===== src/rtl/imm_gen_pkg.sv =====
// Shared types and LEGv8 opcode constants for the pipelined immediate generator.
package imm_gen_pkg;

    typedef enum logic [2:0] {
        FMT_NONE  = 3'd0,
        FMT_D     = 3'd1,
        FMT_I     = 3'd2,
        FMT_CB    = 3'd3,
        FMT_B     = 3'd4,
        FMT_IM    = 3'd5,
        FMT_SHAMT = 3'd6
    } fmt_e;

    localparam logic [10:0] OP_LDUR = 11'b11111000010;
    localparam logic [10:0] OP_STUR = 11'b11111000000;
    localparam logic [7:0]  OP_CBZ  = 8'b10110100;
    localparam logic [7:0]  OP_CBNZ = 8'b10110101;
    localparam logic [5:0]  OP_B    = 6'b000101;
    localparam logic [5:0]  OP_BL   = 6'b100101;
    localparam logic [9:0]  OP_ADDI = 10'b1001000100;
    localparam logic [9:0]  OP_SUBI = 10'b1101000100;
    localparam logic [9:0]  OP_ANDI = 10'b1001001000;
    localparam logic [9:0]  OP_ORRI = 10'b1011001000;
    localparam logic [8:0]  OP_MOVZ = 9'b110100101;
    localparam logic [10:0] OP_LSL  = 11'b11010011011;
    localparam logic [10:0] OP_LSR  = 11'b11010011010;

    function automatic logic is_imm_arith(input logic [9:0] op);
        return (op == OP_ADDI) || (op == OP_SUBI) || (op == OP_ANDI) || (op == OP_ORRI);
    endfunction

endpackage


===== src/rtl/imm_gen_pipe_decode.sv =====
// Combinational LEGv8 immediate extraction; everything is built at 64 bits and
// truncated to WIDTH so the sign extension is correct for both legal widths.
module imm_decode
    import imm_gen_pkg::*;
#(
    parameter int WIDTH    = 64,
    parameter bit BR_SHIFT = 1'b1
) (
    input  logic [31:0]      instr_i,
    output logic [WIDTH-1:0] imm_o,
    output fmt_e             fmt_o,
    output logic             illegal_o
);

    localparam bit NARROW = (WIDTH == 32);

    logic [63:0] imm_s;
    logic [63:0] cb_s;
    logic [63:0] b_s;

    assign cb_s = {{45{instr_i[23]}}, instr_i[23:5]};
    assign b_s  = {{38{instr_i[25]}}, instr_i[25:0]};

    // Opcode match in priority order, immediate selection and narrow-width legality
    always_comb begin
        imm_s     = 64'd0;
        fmt_o     = FMT_NONE;
        illegal_o = 1'b0;
        if ((instr_i[31:21] == OP_LDUR) || (instr_i[31:21] == OP_STUR)) begin
            fmt_o = FMT_D;
            imm_s = {{55{instr_i[20]}}, instr_i[20:12]};
        end else if ((instr_i[31:24] == OP_CBZ) || (instr_i[31:24] == OP_CBNZ)) begin
            fmt_o = FMT_CB;
            imm_s = BR_SHIFT ? (cb_s << 2'd2) : cb_s;
        end else if ((instr_i[31:26] == OP_B) || (instr_i[31:26] == OP_BL)) begin
            fmt_o = FMT_B;
            imm_s = BR_SHIFT ? (b_s << 2'd2) : b_s;
        end else if (is_imm_arith(instr_i[31:22])) begin
            fmt_o = FMT_I;
            imm_s = {52'd0, instr_i[21:10]};
        end else if (instr_i[31:23] == OP_MOVZ) begin
            fmt_o = FMT_IM;
            // hw selects a 16-bit lane; lanes 2 and 3 do not exist in a 32-bit result
            if (NARROW && instr_i[22]) begin
                illegal_o = 1'b1;
                imm_s     = 64'd0;
            end else begin
                imm_s = {48'd0, instr_i[20:5]} << {instr_i[22:21], 4'd0};
            end
        end else if ((instr_i[31:21] == OP_LSL) || (instr_i[31:21] == OP_LSR)) begin
            fmt_o = FMT_SHAMT;
            if (NARROW && instr_i[15]) begin
                illegal_o = 1'b1;
                imm_s     = 64'd0;
            end else begin
                imm_s = {58'd0, instr_i[15:10]};
            end
        end else begin
            fmt_o = FMT_NONE;
            imm_s = 64'd0;
        end
    end

    assign imm_o = imm_s[WIDTH-1:0];

endmodule


===== src/rtl/imm_gen_pipe.sv =====
// Immediate generator with registered output and a one-entry skid buffer so the
// decode stage can be stalled without losing throughput.
module imm_gen_pipe
    import imm_gen_pkg::*;
#(
    parameter int WIDTH    = 64,
    parameter bit BR_SHIFT = 1'b1,
    parameter int TAG_W    = 64
) (
    input  logic             clk,
    input  logic             reset,
    input  logic             flush,
    input  logic             in_valid,
    output logic             in_ready,
    input  logic [31:0]      instr,
    input  logic [TAG_W-1:0] in_tag,
    output logic             out_valid,
    input  logic             out_ready,
    output logic [WIDTH-1:0] imm,
    output logic [2:0]       fmt,
    output logic [TAG_W-1:0] out_tag,
    output logic             illegal,
    output logic [15:0]      illegal_count
);

    typedef struct packed {
        logic [WIDTH-1:0] imm;
        fmt_e             fmt;
        logic [TAG_W-1:0] tag;
        logic             illegal;
    } imm_entry_t;

    logic [WIDTH-1:0] dec_imm_s;
    fmt_e             dec_fmt_s;
    logic             dec_illegal_s;
    imm_entry_t       new_s;

    imm_entry_t main_q, main_d, skid_q, skid_d;
    logic       main_valid_q, main_valid_d;
    logic       skid_valid_q, skid_valid_d;
    logic       in_ready_q;
    logic [15:0] cnt_q, cnt_d;
    logic       accept_s, out_fire_s;

    imm_decode #(
        .WIDTH    (WIDTH),
        .BR_SHIFT (BR_SHIFT)
    ) u_decode (
        .instr_i   (instr),
        .imm_o     (dec_imm_s),
        .fmt_o     (dec_fmt_s),
        .illegal_o (dec_illegal_s)
    );

    assign accept_s   = in_valid && in_ready_q;
    assign out_fire_s = main_valid_q && out_ready;

    // Pack the decoded fields with the sideband tag
    always_comb begin
        new_s         = '0;
        new_s.imm     = dec_imm_s;
        new_s.fmt     = dec_fmt_s;
        new_s.tag     = in_tag;
        new_s.illegal = dec_illegal_s;
    end

    // Main/skid steering and the saturating illegal counter
    always_comb begin
        main_d       = main_q;
        skid_d       = skid_q;
        main_valid_d = main_valid_q;
        skid_valid_d = skid_valid_q;
        if (out_fire_s && main_q.illegal && (cnt_q != 16'hFFFF)) begin
            cnt_d = cnt_q + 16'd1;
        end else begin
            cnt_d = cnt_q;
        end
        if (flush) begin
            main_valid_d = 1'b0;
            skid_valid_d = 1'b0;
        end else if (!main_valid_q || out_ready) begin
            // in_ready is low whenever skid is full, so skid and accept never collide here
            if (skid_valid_q) begin
                main_d       = skid_q;
                main_valid_d = 1'b1;
                skid_valid_d = 1'b0;
            end else if (accept_s) begin
                main_d       = new_s;
                main_valid_d = 1'b1;
            end else begin
                main_valid_d = 1'b0;
            end
        end else begin
            if (accept_s) begin
                skid_d       = new_s;
                skid_valid_d = 1'b1;
            end else begin
                skid_valid_d = skid_valid_q;
            end
        end
    end

    // Pipeline state registers
    always_ff @(posedge clk or posedge reset) begin
        if (reset) begin
            main_q       <= '0;
            skid_q       <= '0;
            main_valid_q <= 1'b0;
            skid_valid_q <= 1'b0;
            in_ready_q   <= 1'b1;
            cnt_q        <= 16'd0;
        end else begin
            main_q       <= main_d;
            skid_q       <= skid_d;
            main_valid_q <= main_valid_d;
            skid_valid_q <= skid_valid_d;
            in_ready_q   <= !skid_valid_d;
            cnt_q        <= cnt_d;
        end
    end

    assign in_ready      = in_ready_q;
    assign out_valid     = main_valid_q;
    assign imm           = main_q.imm;
    assign fmt           = main_q.fmt;
    assign out_tag       = main_q.tag;
    assign illegal       = main_q.illegal;
    assign illegal_count = cnt_q;

endmodule


===== config.mk =====
export PLATFORM = sky130hd
export DESIGN_NAME = imm_gen_pipe
export DESIGN_NICKNAME = d
export VERILOG_FILES = /design/src/rtl/imm_gen_pkg.sv /design/src/rtl/imm_gen_pipe_decode.sv /design/src/rtl/imm_gen_pipe.sv
export SDC_FILE = /design/constraint.sdc
export NUM_CORES = 1
export LEC_CHECK = 0
export ABC_AREA = 1
export BUFFER_PORTS_ARGS = -buffer_cell sky130_fd_sc_hd__buf_2
export CAP_MARGIN = 40
export CORE_MARGIN = 1.5
export CORE_UTILIZATION = 30
export DETAILED_ROUTE_END_ITERATION = 10
export PLACE_DENSITY = 0.55
export SKIP_LAST_GASP = 1
export SYNTH_ARGS = -nofsm -noshare
export SYNTH_HDL_FRONTEND = slang
export SYNTH_SLANG_ARGS = --single-unit
export TNS_END_PERCENT = 5

===== constraint.sdc =====
create_clock -name clk -period 11.4 [get_ports clk]
set_input_delay 2.28 -clock clk [delete_from_list [all_inputs] [get_ports clk]]
set_output_delay 2.28 -clock clk [all_outputs]
set_load 0.03 [all_outputs]

Word-level counts from Yosys, hierarchy flattened
Cells that the tools add are included. Widths: inputs -> output; s select.

Register bits after elaboration: 282. Bits of input ports: 101. Output and inout port bits: 150.

Eq/ne operators: 14. Shifts and indexed selects: 1. Multiplexer cells: 21. Bitwise gates (word level): 2. $add $sub $neg: 1. Reduce and logical (&&, ||, !) cells: 18.

Operators by type and width (number): $mux 64 (5); $mux 132 (2); $shl 16x6->64 (1); $eq 11x11->1 const B (4); $eq 10x10->1 const B (4); $mux 3 (6); $add 16x1->16 const B (1); $eq 8x8->1 const B (2); $ne 16x16->1 const B (1); $eq 9x9->1 const B (1); $logic_or 1x1->1 (8); $mux 1 (7); $eq 6x3->1 const B (1); $eq 6x6->1 const B (1); $mux 6 (1); $reduce_and 3->1 (2); $logic_and 1x1->1 (4); $reduce_bool 2->1 (2); $logic_not 1->1 (2); $not 1->1 (2).

Logic depth before layout (Yosys ltp)
Gate-level depths: netlist (run 1).

Depth after elaboration: 10. Depth in mapped cells: 12. Gate-level depth less buffers: 12.

Cells and area by module
From an unflattened synthesis (run 1), not the netlist that was laid out.

Cells, all modules: 1808. Area total of the unflattened synthesis: 15249.6 um^2.

Modules (own cells, without submodules): imm_gen_pipe (cells an instance 1453, seq. area each 7083.0 um^2, times used 1, area each 13496.7 um^2); imm_decode (cells an instance 355, seq. area each 0.0 um^2, times used 1, area each 1752.9 um^2).

Least setup slack after synthesis (run 1)
Ideal clock, no wire load.

Path kind: input to register. From: in instr[21]. To: reg main_q, in the netlist imm[6]. Buffers on the path: 2. Setup time: 0.117 ns. Required time: 11.283 ns. Data arrival time: 3.371 ns. Stages: 11. Setup slack: 7.912 ns. Cell sequence: buf_2 > clkinv_1 > clkbuf_1 > nand2_1 > nor2_1 > nand2_1 > nand3_1 > nor2_1 > nand2_1 > nand2_1 > nand2_1.

Longest elaborated chain between the ends: 8. Elaborated cells on any way between the ends: 11. Those cells by class: eq/ne: 2; shift: 1; mux: 7; reduce/logical: 1.

RTL lines: start: declaration (RTL line imm_gen_pipe.sv:15) `input logic [31:0] instr,`; $shl 16x6->64 (RTL line imm_gen_pipe_decode.sv:48) `imm_s = {48'd0, instr_i[20:5]} << {instr_i[22:21], 4'd0};`; $mux 64 (RTL line imm_gen_pipe_decode.sv:41) `end else if (instr_i[31:23] == OP_MOVZ) begin`; $mux 64 (RTL line imm_gen_pipe_decode.sv:38) `end else if (is_imm_arith(instr_i[31:22])) begin`; $mux 64 (RTL line imm_gen_pipe_decode.sv:35) `end else if ((instr_i[31:26] == OP_B) || (instr_i[31:26] == OP_BL)) begin`; $mux 64 (RTL line imm_gen_pipe_decode.sv:32) `end else if ((instr_i[31:24] == OP_CBZ) || (instr_i[31:24] == OP_CBNZ)) begin`; $mux 64 (*) (RTL line imm_gen_pipe_decode.sv:29) `if ((instr_i[31:21] == OP_LDUR) || (instr_i[31:21] == OP_STUR)) begin`; $mux 132 (*) (RTL line imm_gen_pipe.sv:87) `end else if (accept_s) begin`; $mux 132 (*) (RTL line imm_gen_pipe.sv:83) `if (skid_valid_q) begin`; end signal: assignment (RTL line imm_gen_pipe.sv:113) `main_q <= main_d;`; end: declaration (RTL line imm_gen_pipe.sv:38) `imm_entry_t main_q, main_d, skid_q, skid_d;`.

Every way passes the cells marked *; elsewhere a longest branch is shown, timed or not. The select of a mux whose other input is x is not followed. A chain may end at the register's enable or synchronous reset.

Worst setup path in the final report (run 1)
From: in in_valid. To: reg main_q, in the netlist out_tag[45].

Longest elaborated chain between the ends: 3.

RTL lines: start: declaration (RTL line imm_gen_pipe.sv:13) `input logic in_valid,`; $logic_and 1x1->1 (RTL line imm_gen_pipe.sv:55) `assign accept_s = in_valid && in_ready_q;`; $reduce_bool 2->1 (no line); $reduce_and 3->1 (no line).

Every way passes these cells.

==> metrics, run 1 <==
die area 0.0437 sq mm; R2R setup slack 7720 ps; status completed; busiest metal layer after global routing met2; hold path endpoint skid_q[118]; Worst-Skew Late Latency 580 ps; post-synthesis average cell area 7.72 sq um; CTS resizes 0; YS warnings 0; unrepaired setup endpoints after global routing false; largest net degree at the start of global routing 105; Wirelength per Cell 16.1 microns; Row Count 75; Setup Buffers After CTS 0; gp weighted congestion 0.924; Fmax 235 MHz; minimum clock period 4260 ps; Post-DP HPWL 25,600 microns; Arr. time, crit path 4710 ps; Final setup violation count 0; RR Endpoint out_tag[45]; Async SR Flop Fraction 100%; I/O pin count 251; Clock Pin Slew Worst Setup and Hold Paths 60 ps; final wirelength 38,200 microns; Least-Margin Pin Slew 894 ps; top cells by area, synth dfrtp_1, nand2_1, o21ai_0, nor2_1, inv_1; Pleak 8.01 nW; Slowest cell on crit path buf_4; PnR worst setup slack 7140 ps; first-pass GRT wire length 60,800 microns; H-tree depth 1; top_reg_cell synth dfrtp_1; GRT met3 Usage 3.31%; Core ar. 0.0419 sq mm; vias per inst 4.81; Max Cap Violations 0; I/O Buffers 233; dominant cell type by area after synthesis dfrtp_1; GR Layer Usage met1 25.7%; total gr overflow 0; Worst slew margin 40.3%; gr usage total 17.3%; Reg-to-Reg Start skid_valid_q; met2 usage 26.2%; DRT Pass-1 Iters 5; via count 11,443; EDFF count, synth 0; Worst setup EP type register; CP Max Fanout 102; Hold Crit Class register to register; number of DRC markers in iteration 0 1,005; fin crit share 37.4%; kind of cell adding the most delay to the critical path buffers and inverters; layout cell share with drive strength beyond 1 17.6%; Setup Crit Path Kind primary input to register; hold depth 2; Most common cell on crit path nand2_1; Yosys reg bits 265; P&R area growth vs syn 20.1%; P per Cell Area 171 mW/mm^2; DRC 0; fill count 4,432; Hold Crit Start skid_q[118]; cts-stage hold buffer count 0; CTS Root Cell clkbuf_16; Nets 1,916; Yosys top cell area share 51.9%; worst-case reg-to-reg path depth 10; Post-Syn Area 0.0127 sq mm; Die X 209 microns; initial antenna violation count 0; worst path cell trace buf_2 -> nand2_1 -> nand2_1 -> nand2_1 -> nor2_2 -> buf_4 -> inv_6 -> buf_4 -> buf_16 -> o21ai_0; Max Root-Sink Buffers 3; Final Max Slew Viols 0; final setup TNS 0 ps; Synth cell types 32; ANT cells 0; critical path data required time 11,840 ps; number of global-route vias before repair 10,476; worst vdd ir 0.121 mV; crit start category primary input; clk_skew 14.4 ps; Buf/Inv on CP 5; Post-Syn Instances 1,649; CTS tree done; die height 209 microns; Initial Util 30.3%; post-synthesis sequential area ratio 52.1%; Crit path largest cell delay 630 ps; Final ANT Viol Nets 0; Fin. Hold Viols 0; worst slack at placement 6470 ps; # clock sinks 265; CTS buffer count 31
flip-flops by register name (all words and copies together), names as in the netlist:
signal	count
fmt	3
imm	64
in_ready	1
out_tag	64
out_valid	1
skid_q	131
skid_valid_q	1
cells in the final DEF (no fill, tap or decap), drive strengths merged, types with 5 or more instances in the layout:
cell type,synthesis,final
nor3,34,34
nand3,56,56
a21oi,29,29
o211ai,10,10
buf,54,247
clkbuf,76,44
inv,115,117
nand2,507,507
clkinv,2,8
nor2,112,112
o21ai,346,346
conb,1,17
nand4,15,15
o22ai,5,5
a31oi,16,16
dfrtp,264,264
through the flow:
step                hold WS [ps]  power (W)  instances  util, %  instance area, sq um
floorplan                    444    0.00148       1665        -                 12800
global placement             457    0.00162       2316     33.7                 14100
detailed placement           461    0.00164       2321     34.0                 14200
CTS                          478    0.00266       2378     36.4                 15300
global route                 494    0.00277       2378     36.4                 15300
finish                       473    0.00262       2378     36.4                 15300
routing by layer:
layer	vias up	share of wire, %
met5	-	0
met4	0	1.7
met3	45	6.8
met2	406	44
met1	5339	47
li1	5653	-
kinds of logic after synthesis:
logic type / synth area share [%]
buffers and inverters: 8.22
AND/OR/NAND/NOR: 23.2
other: 0.0295
AO/OA/AOI/OAI: 16.5
flip-flops: 52.1
where the power goes:
part | leakage (nW) | internal, W | switching [W] | total, W
Sequential | 3.45 | 0.00109 | 0.0000727 | 0.00116
Clock | 0.506 | 0.000593 | 0.000408 | 0.00100
Combinational | 4.05 | 0.000137 | 0.000323 | 0.000460
Total | 8.01 | 0.00182 | 0.000803 | 0.00262
cell usage after synthesis (3+ instances only):
| cell type | count |
|---|---|
| o211ai_1 | 10 |
| clkbuf_1 | 76 |
| nor2_2 | 3 |
| buf_4 | 21 |
| buf_1 | 8 |
| dfrtp_1 | 264 |
| o21ai_0 | 269 |
| nand4_1 | 15 |
| buf_2 | 24 |
| or2_2 | 3 |
| inv_2 | 8 |
| nor3_1 | 32 |
| a31oi_1 | 16 |
| nor2_1 | 108 |
| o21ai_1 | 77 |
| inv_1 | 106 |
| a21oi_1 | 29 |
| nand2_1 | 504 |
| o22ai_1 | 5 |
| nand3_1 | 55 |
worst max-delay path by stage:
stage                        start  slack [ps]     endpoint  cells after the start
final                     in_valid        7140  out_tag[45]                     10
after global routing      in_valid        6880  out_tag[40]                     11
after CTS                 in_valid        7090  out_tag[33]                     10
after detailed placement  in_valid        6470  out_tag[33]                     10
after global placement    in_valid        6270      imm[29]                     11
after floorplan              reset        1820       fmt[0]                      1
worst min-delay path, stage by stage, from the launching register on:
cell and delay, ps:
dfrtp_1 340, nand2_1 50, nand2_1 50
area by class of cell:
type	count	area, sq um	share of cell area, %
clock buffers	44	895	5.85
flip-flops and latches	265	6630	43.4
multi-input cells	1153	5110	33.4
repair buffers	247	1360	8.92
well taps	539	674	4.41
clock inverters	13	145	0.949
inverters	117	462	3.02
No activity file was read; power rests on OpenSTA's default activity.
==> run 2, diff against run 1 <==
- clock period: 11.4 -> 4.5 ns (I/O delays scaled with it)
==> metrics, run 2 (synthesized netlist as in run 1, its figures left out) <==
final setup TNS 0 ps (unchanged); initial antenna violation count 2 (+2); gr usage total 18.3% (+1.0 points); gp weighted congestion 0.922 (-0.15%); I/O pin count 251 (unchanged); I/O Buffers 233 (unchanged); most flop-heavy register skid_q; final wirelength 40,000 microns (+4.5%); Pleak 8.08 nW (+0.84%); Setup Buffers After CTS 0 (unchanged); Final setup violation count 0 (unchanged); CTS buffer count 34 (+9.7%); RR Endpoint out_tag[58]; largest net degree at the start of global routing 201 (+91%); Max Root-Sink Buffers 3 (unchanged); Worst slew margin 46.2% (+6.0 points); CTS tree done; Row Count 75 (unchanged); vias per inst 4.85 (+0.85%); Hold Crit Class primary input to async pin; cts-stage hold buffer count 0 (unchanged); unrepaired setup endpoints after global routing false; minimum clock period 2690 ps; first-pass GRT wire length 63,300 microns (+4.2%); Design Area, Final 0.0154 sq mm (+0.84%); Initial Util 30.3% (unchanged); P per Cell Area 443 mW/mm^2 (+160%); worst vdd ir 0.194 mV (+61%); P&R area growth vs syn 21.1%; CTS resizes 0 (unchanged); Core ar. 0.0419 sq mm (unchanged); # clock sinks 265 (unchanged); Arr. time, crit path 3150 ps (-1560 ps); Final ANT Viol Nets 0 (unchanged); clock share of power 40.0% (+1.8 points); die height 209 microns (unchanged); Final Max Slew Viols 0 (unchanged); Worst-Skew Late Latency 530 ps (-50 ps); layout cell share with drive strength beyond 1 17.8% (+0.16 points); DRT Pass-1 Iters 7 (+2); Nets 1,923 (+0.37%); Worst setup EP type register; number of DRC markers in iteration 0 1,016 (+1.1%); via count 11,574 (+1.1%); Clock Pin Slew Worst Setup and Hold Paths 50 ps (about the same); Fin. Hold Viols 0 (unchanged); switching pwr 0.00205 W (+160%); crit start category primary input; internal power 0.00477 W (+160%); Reg-to-Reg Start in_ready; Die X 209 microns (unchanged); CTS Root Cell clkbuf_16; status completed; Sw Share 30.1% (-0.58 points); R2R setup slack 2410 ps (-5310 ps); number of global-route vias before repair 11,028 (+5.3%); worst-case reg-to-reg path depth 7 (-3); fill count 4,404 (-0.63%); Final Core Density 36.7% (+0.31 points); CP Max Fanout 55 (-46%); Wirelength per Cell 16.8 microns (+4.2%); Fmax 372 MHz; H-tree depth 2 (+1); Setup Crit Path Kind primary input to register; Post-DP HPWL 26,400 microns (+3.1%); Max Cap Violations 0 (unchanged); fin crit share 59.7%; die area 0.0437 sq mm (unchanged); placed instance area 0.0143 sq mm (+0.34%); clk_skew 19.1 ps (+4.76 ps); Sequential Power Share 42.9% (-1.3 points); most common cell after layout, fill and taps aside nand2_1; critical path data required time 4960 ps (-6880 ps); Least-Margin Pin Slew 807 ps (-87.3 ps); Logic pwr share 17.1% (-0.5 points); max FFs per register 131 (unchanged); DRC 0 (unchanged); total gr overflow 0 (unchanged); commonest cells after routing, fill and taps aside nand2_1, o21ai_0, dfrtp_1, buf_2, nor2_1
-- run 2: cell count changes in the layout (fill, tap and decap cells not counted), sizes merged --
cell / before / now
buf: 247 / 251
clkbuf: 44 / 49
clkinv: 8 / 9
clkinvlp: 3 / 2
diode: 0 / 1
inv: 117 / 114
-- run 2: worst max-delay path by stage --
stage	startpoint	endpoint	slack [ps]	cells past startpoint
3_3_place_gp	instr[29]	imm[61]	1080	8
4_1_cts	instr[30]	imm[32]	1900	12
3_5_place_dp	instr[27]	imm[35]	1330	12
5_1_grt	instr[28]	skid_q[89]	1600	11
2_1_floorplan	reset	fmt[0]	100	1
6_report	instr[30]	imm[32]	1810	12
-- run 2: power groups by stage --
stage               Clock [W]  Sequential (W)  Combinational [W]
finish                0.00273         0.00293            0.00117
CTS                   0.00282         0.00293            0.00119
global placement            0         0.00296            0.00117
detailed placement          0         0.00297            0.00119
floorplan                   0         0.00324           0.000511
global route          0.00291         0.00298            0.00132
-- run 2: cell type report --
type | count | area [sq um] | area share, %
Clock inverter | 10 | 106 | 0.690
Multi-Input combinational cell | 1153 | 5110 | 33.2
Timing Repair Buffer | 251 | 1420 | 9.19
Clock buffer | 49 | 1010 | 6.56
Sequential cell | 265 | 6630 | 43.0
Tap cell | 539 | 674 | 4.37
Antenna cell | 1 | 2.50 | 0.0162
Inverter | 117 | 458 | 2.97
-- run 2: per-stage QoR --
stage	cells	hold slack, ps	setup WS (ps)	power, W
after global routing	2384	320	1600	0.00720
final	2385	325	1810	0.00683
after detailed placement	2325	461	1330	0.00416
after floorplan	1665	444	103	0.00375
after global placement	2323	456	1080	0.00413
after CTS	2384	289	1900	0.00694
-- run 2: per-layer routing --
layer | GRT usage (%) | part of all wire [%] | vias up
met5 | 0 | 0 | -
li1 | - | - | 5665
met4 | 5.37 | 2.6 | 0
met3 | 4.81 | 6.8 | 71
met1 | 25.8 | 47 | 5447
met2 | 27.6 | 44 | 391
-- run 2: worst max-delay path, cell delays in order --
cell      delay, ps
buf_2           120
inv_2            90
nand2_1          80
nor2_1          110
nand2_1         290
inv_2           300
nand2_1         130
nand2_4         470
inv_4           240
nand3_1         150
o211ai_1        120
nand2_1         100
==> run 3, diff against run 2 <==
- PLACE_DENSITY: 0.55 -> 0.56
- clock period: 4.5 -> 2.4 ns (I/O delays scaled with it)
==> metrics, run 3 (synthesized netlist as in run 1, its figures left out) <==
status completed; metal2 WL 17,400 microns (-0.43%); CTS resizes 0 (unchanged); Max Root-Sink Buffers 3 (unchanged); fin crit share 78.5%; ANT cells 0 (-1); Final setup violation count 0 (unchanged); Max Cap Violations 0 (unchanged); Logic pwr share 17.7% (+0.6 points); Crit path largest cell delay 520 ps (+50 ps); total gr overflow 0 (unchanged); Fin. Hold Viols 0 (unchanged); Initial Util 30.3% (unchanged); DRT Pass-1 Iters 5 (-2); gr usage total 18.0% (-0.33 points); die height 209 microns (unchanged); kind of cell adding the most delay to the critical path flip-flops; Multi-input gate area 0.00511 sq mm (unchanged); die area 0.0437 sq mm (unchanged); uppermost routed layer met5; Design Area, Final 0.0156 sq mm (+1.0%); Arr. time, crit path 2380 ps (-770 ps); Reg area 0.00663 sq mm (unchanged); Sequential Power Share 43.4% (+0.5 points); unrepaired setup endpoints after global routing false; Sw Share 30.3% (+0.20 points); Most common cell on crit path nand2_1; P&R area growth vs syn 22.3%; Fmax 531 MHz; initial antenna violation count 2 (unchanged); worst vdd ir 0.466 mV (+140%); critical path data required time 2900 ps (-2060 ps); fill count 4,380 (-0.54%); Hold Crit Class primary input to register; most flop-heavy register skid_q; Worst slew margin 47.4% (+1.2 points); minimum clock period 1880 ps; layout cell share with drive strength beyond 1 18.7% (+0.91 points); final wirelength 39,600 microns (-1.0%); P per Cell Area 813 mW/mm^2 (+84%); worst path cell trace nand2_1 -> nand2_1 -> nand2_1 -> nor2_2 -> buf_4 -> o21ai_0 -> o21ai_1; placed instance area 0.0145 sq mm (+1.4%); Worst-Skew Late Latency 570 ps (+40 ps); H-tree depth 1 (-1); Final Max Slew Viols 0 (unchanged); commonest cells after routing, fill and taps aside nand2_1, o21ai_0, dfrtp_1, buf_2, nor2_1; Least-Margin Pin Slew 789 ps (-17.9 ps); Nets 1,939 (+0.83%); Buf/Inv on CP 1 (-3); clk_skew 24.5 ps (+5.33 ps); switching pwr 0.00383 W (+87%); Setup Crit Path Kind register to register; CTS buffer count 31 (-8.8%); vias per inst 4.82 (-0.63%); number of global-route vias before repair 10,906 (-1.1%); Row Count 75 (unchanged); internal power 0.00882 W (+85%); I/O Buffers 233 (unchanged); Post-DP HPWL 26,600 microns (+0.50%); I/O pin count 251 (unchanged); Clock Pin Slew Worst Setup and Hold Paths 70 ps (+20 ps); Final ANT Viol Nets 0 (unchanged); Wirelength per Cell 16.5 microns (-1.7%); largest net degree at the start of global routing 201 (unchanged); met1 wire length 18,700 microns (-0.20%); first-pass GRT wire length 62,800 microns (-0.83%); Die X 209 microns (unchanged); worst hold slack 183 ps (-141 ps); Pleak 8.17 nW (+1.1%); # clock sinks 265 (unchanged); CTS tree done; via count 11,578 (+0.035%); CTS Root Cell clkbuf_16; clock share of power 38.9% (-1.1 points); PnR worst setup slack 516 ps (-1300 ps); WL met3 2570 microns (-5.8%); number of DRC markers in iteration 0 991 (-2.5%); most common cell after layout, fill and taps aside nand2_1; worst slack at placement 281 ps (-1050 ps); Worst setup EP type register; Core ar. 0.0419 sq mm (unchanged); CP Max Fanout 38 (-31%); Setup Buffers After CTS 0 (unchanged); crit start category register; max FFs per register 131 (unchanged); DRC 0 (unchanged); Slowest cell on crit path dfstp_2; gp weighted congestion 0.906 (-1.8%)
run 3: cell types whose count changed in the layout (fill, tap and decap cells not counted), sizes merged:
cell / delta
diode: -1
dlygate4sd3: +1
clkbuf: -8
inv: +2
bufinv: +2
clkinv: +2
buf: +18
run 3: layout make-up:
cell class | instances | area share, %
Sequential cell | 265 | 42.6
Multi-Input combinational cell | 1153 | 32.8
Timing Repair Buffer | 270 | 10.4
Clock inverter | 16 | 1.27
Tap cell | 539 | 4.33
Clock buffer | 41 | 5.61
Inverter | 117 | 2.94
run 3: power groups by stage:
stage / clock network [W] / registers (W) / logic [W]
global placement: 0 / 0.00554 / 0.00223
detailed placement: 0 / 0.00557 / 0.00226
CTS: 0.00510 / 0.00550 / 0.00227
floorplan: 0 / 0.00607 / 0.000958
finish: 0.00493 / 0.00549 / 0.00223
global route: 0.00527 / 0.00558 / 0.00250
run 3: path summary, 6_finish.rpt:
path | start | end | slack [ps] | cells after the start
max | in_ready | imm[47] | 520 | 7
min | in_tag[51] | skid_q[52] | 180 | 3
max reg2reg | in_ready | imm[47] | 520 | 7
min reg2reg | imm[6] | imm[6] | 470 | 2
max in group asynchronous | reset | skid_q[51] | 1020 | 5
min in group asynchronous | reset | skid_q[126] | 500 | 3
run 3: what timing repair did:
item | 4_1_cts | 5_1_grt
endpoints found under the hold margin | 13 | 0
hold buffers | 1 | 0
endpoints found under the setup margin | 0 | 0
run 3: worst register-to-register path: stages, from the launching register on:
cell,delay [ps]
dfstp_2,520
nand2_1,100
nand2_1,80
nand2_1,80
nor2_2,210
buf_4,440
o21ai_0,210
o21ai_1,180
run 3: metal layers:
layer	vias to the layer above	global-route usage, %
met1	5430	26.0
met2	385	27.5
met5	-	0
met4	4	4.62
li1	5697	-
met3	62	3.61
run 3: stage by stage:
stage,TNS [ps],std cells,power (W),utilization (%)
final,0,2401,0.0127,37.1
after global routing,0,2401,0.0133,37.1
after CTS,0,2401,0.0129,37.1
after detailed placement,0,2343,0.00783,34.5
after global placement,0,2343,0.00777,34.5
after floorplan,-416900,1665,0.00703,-
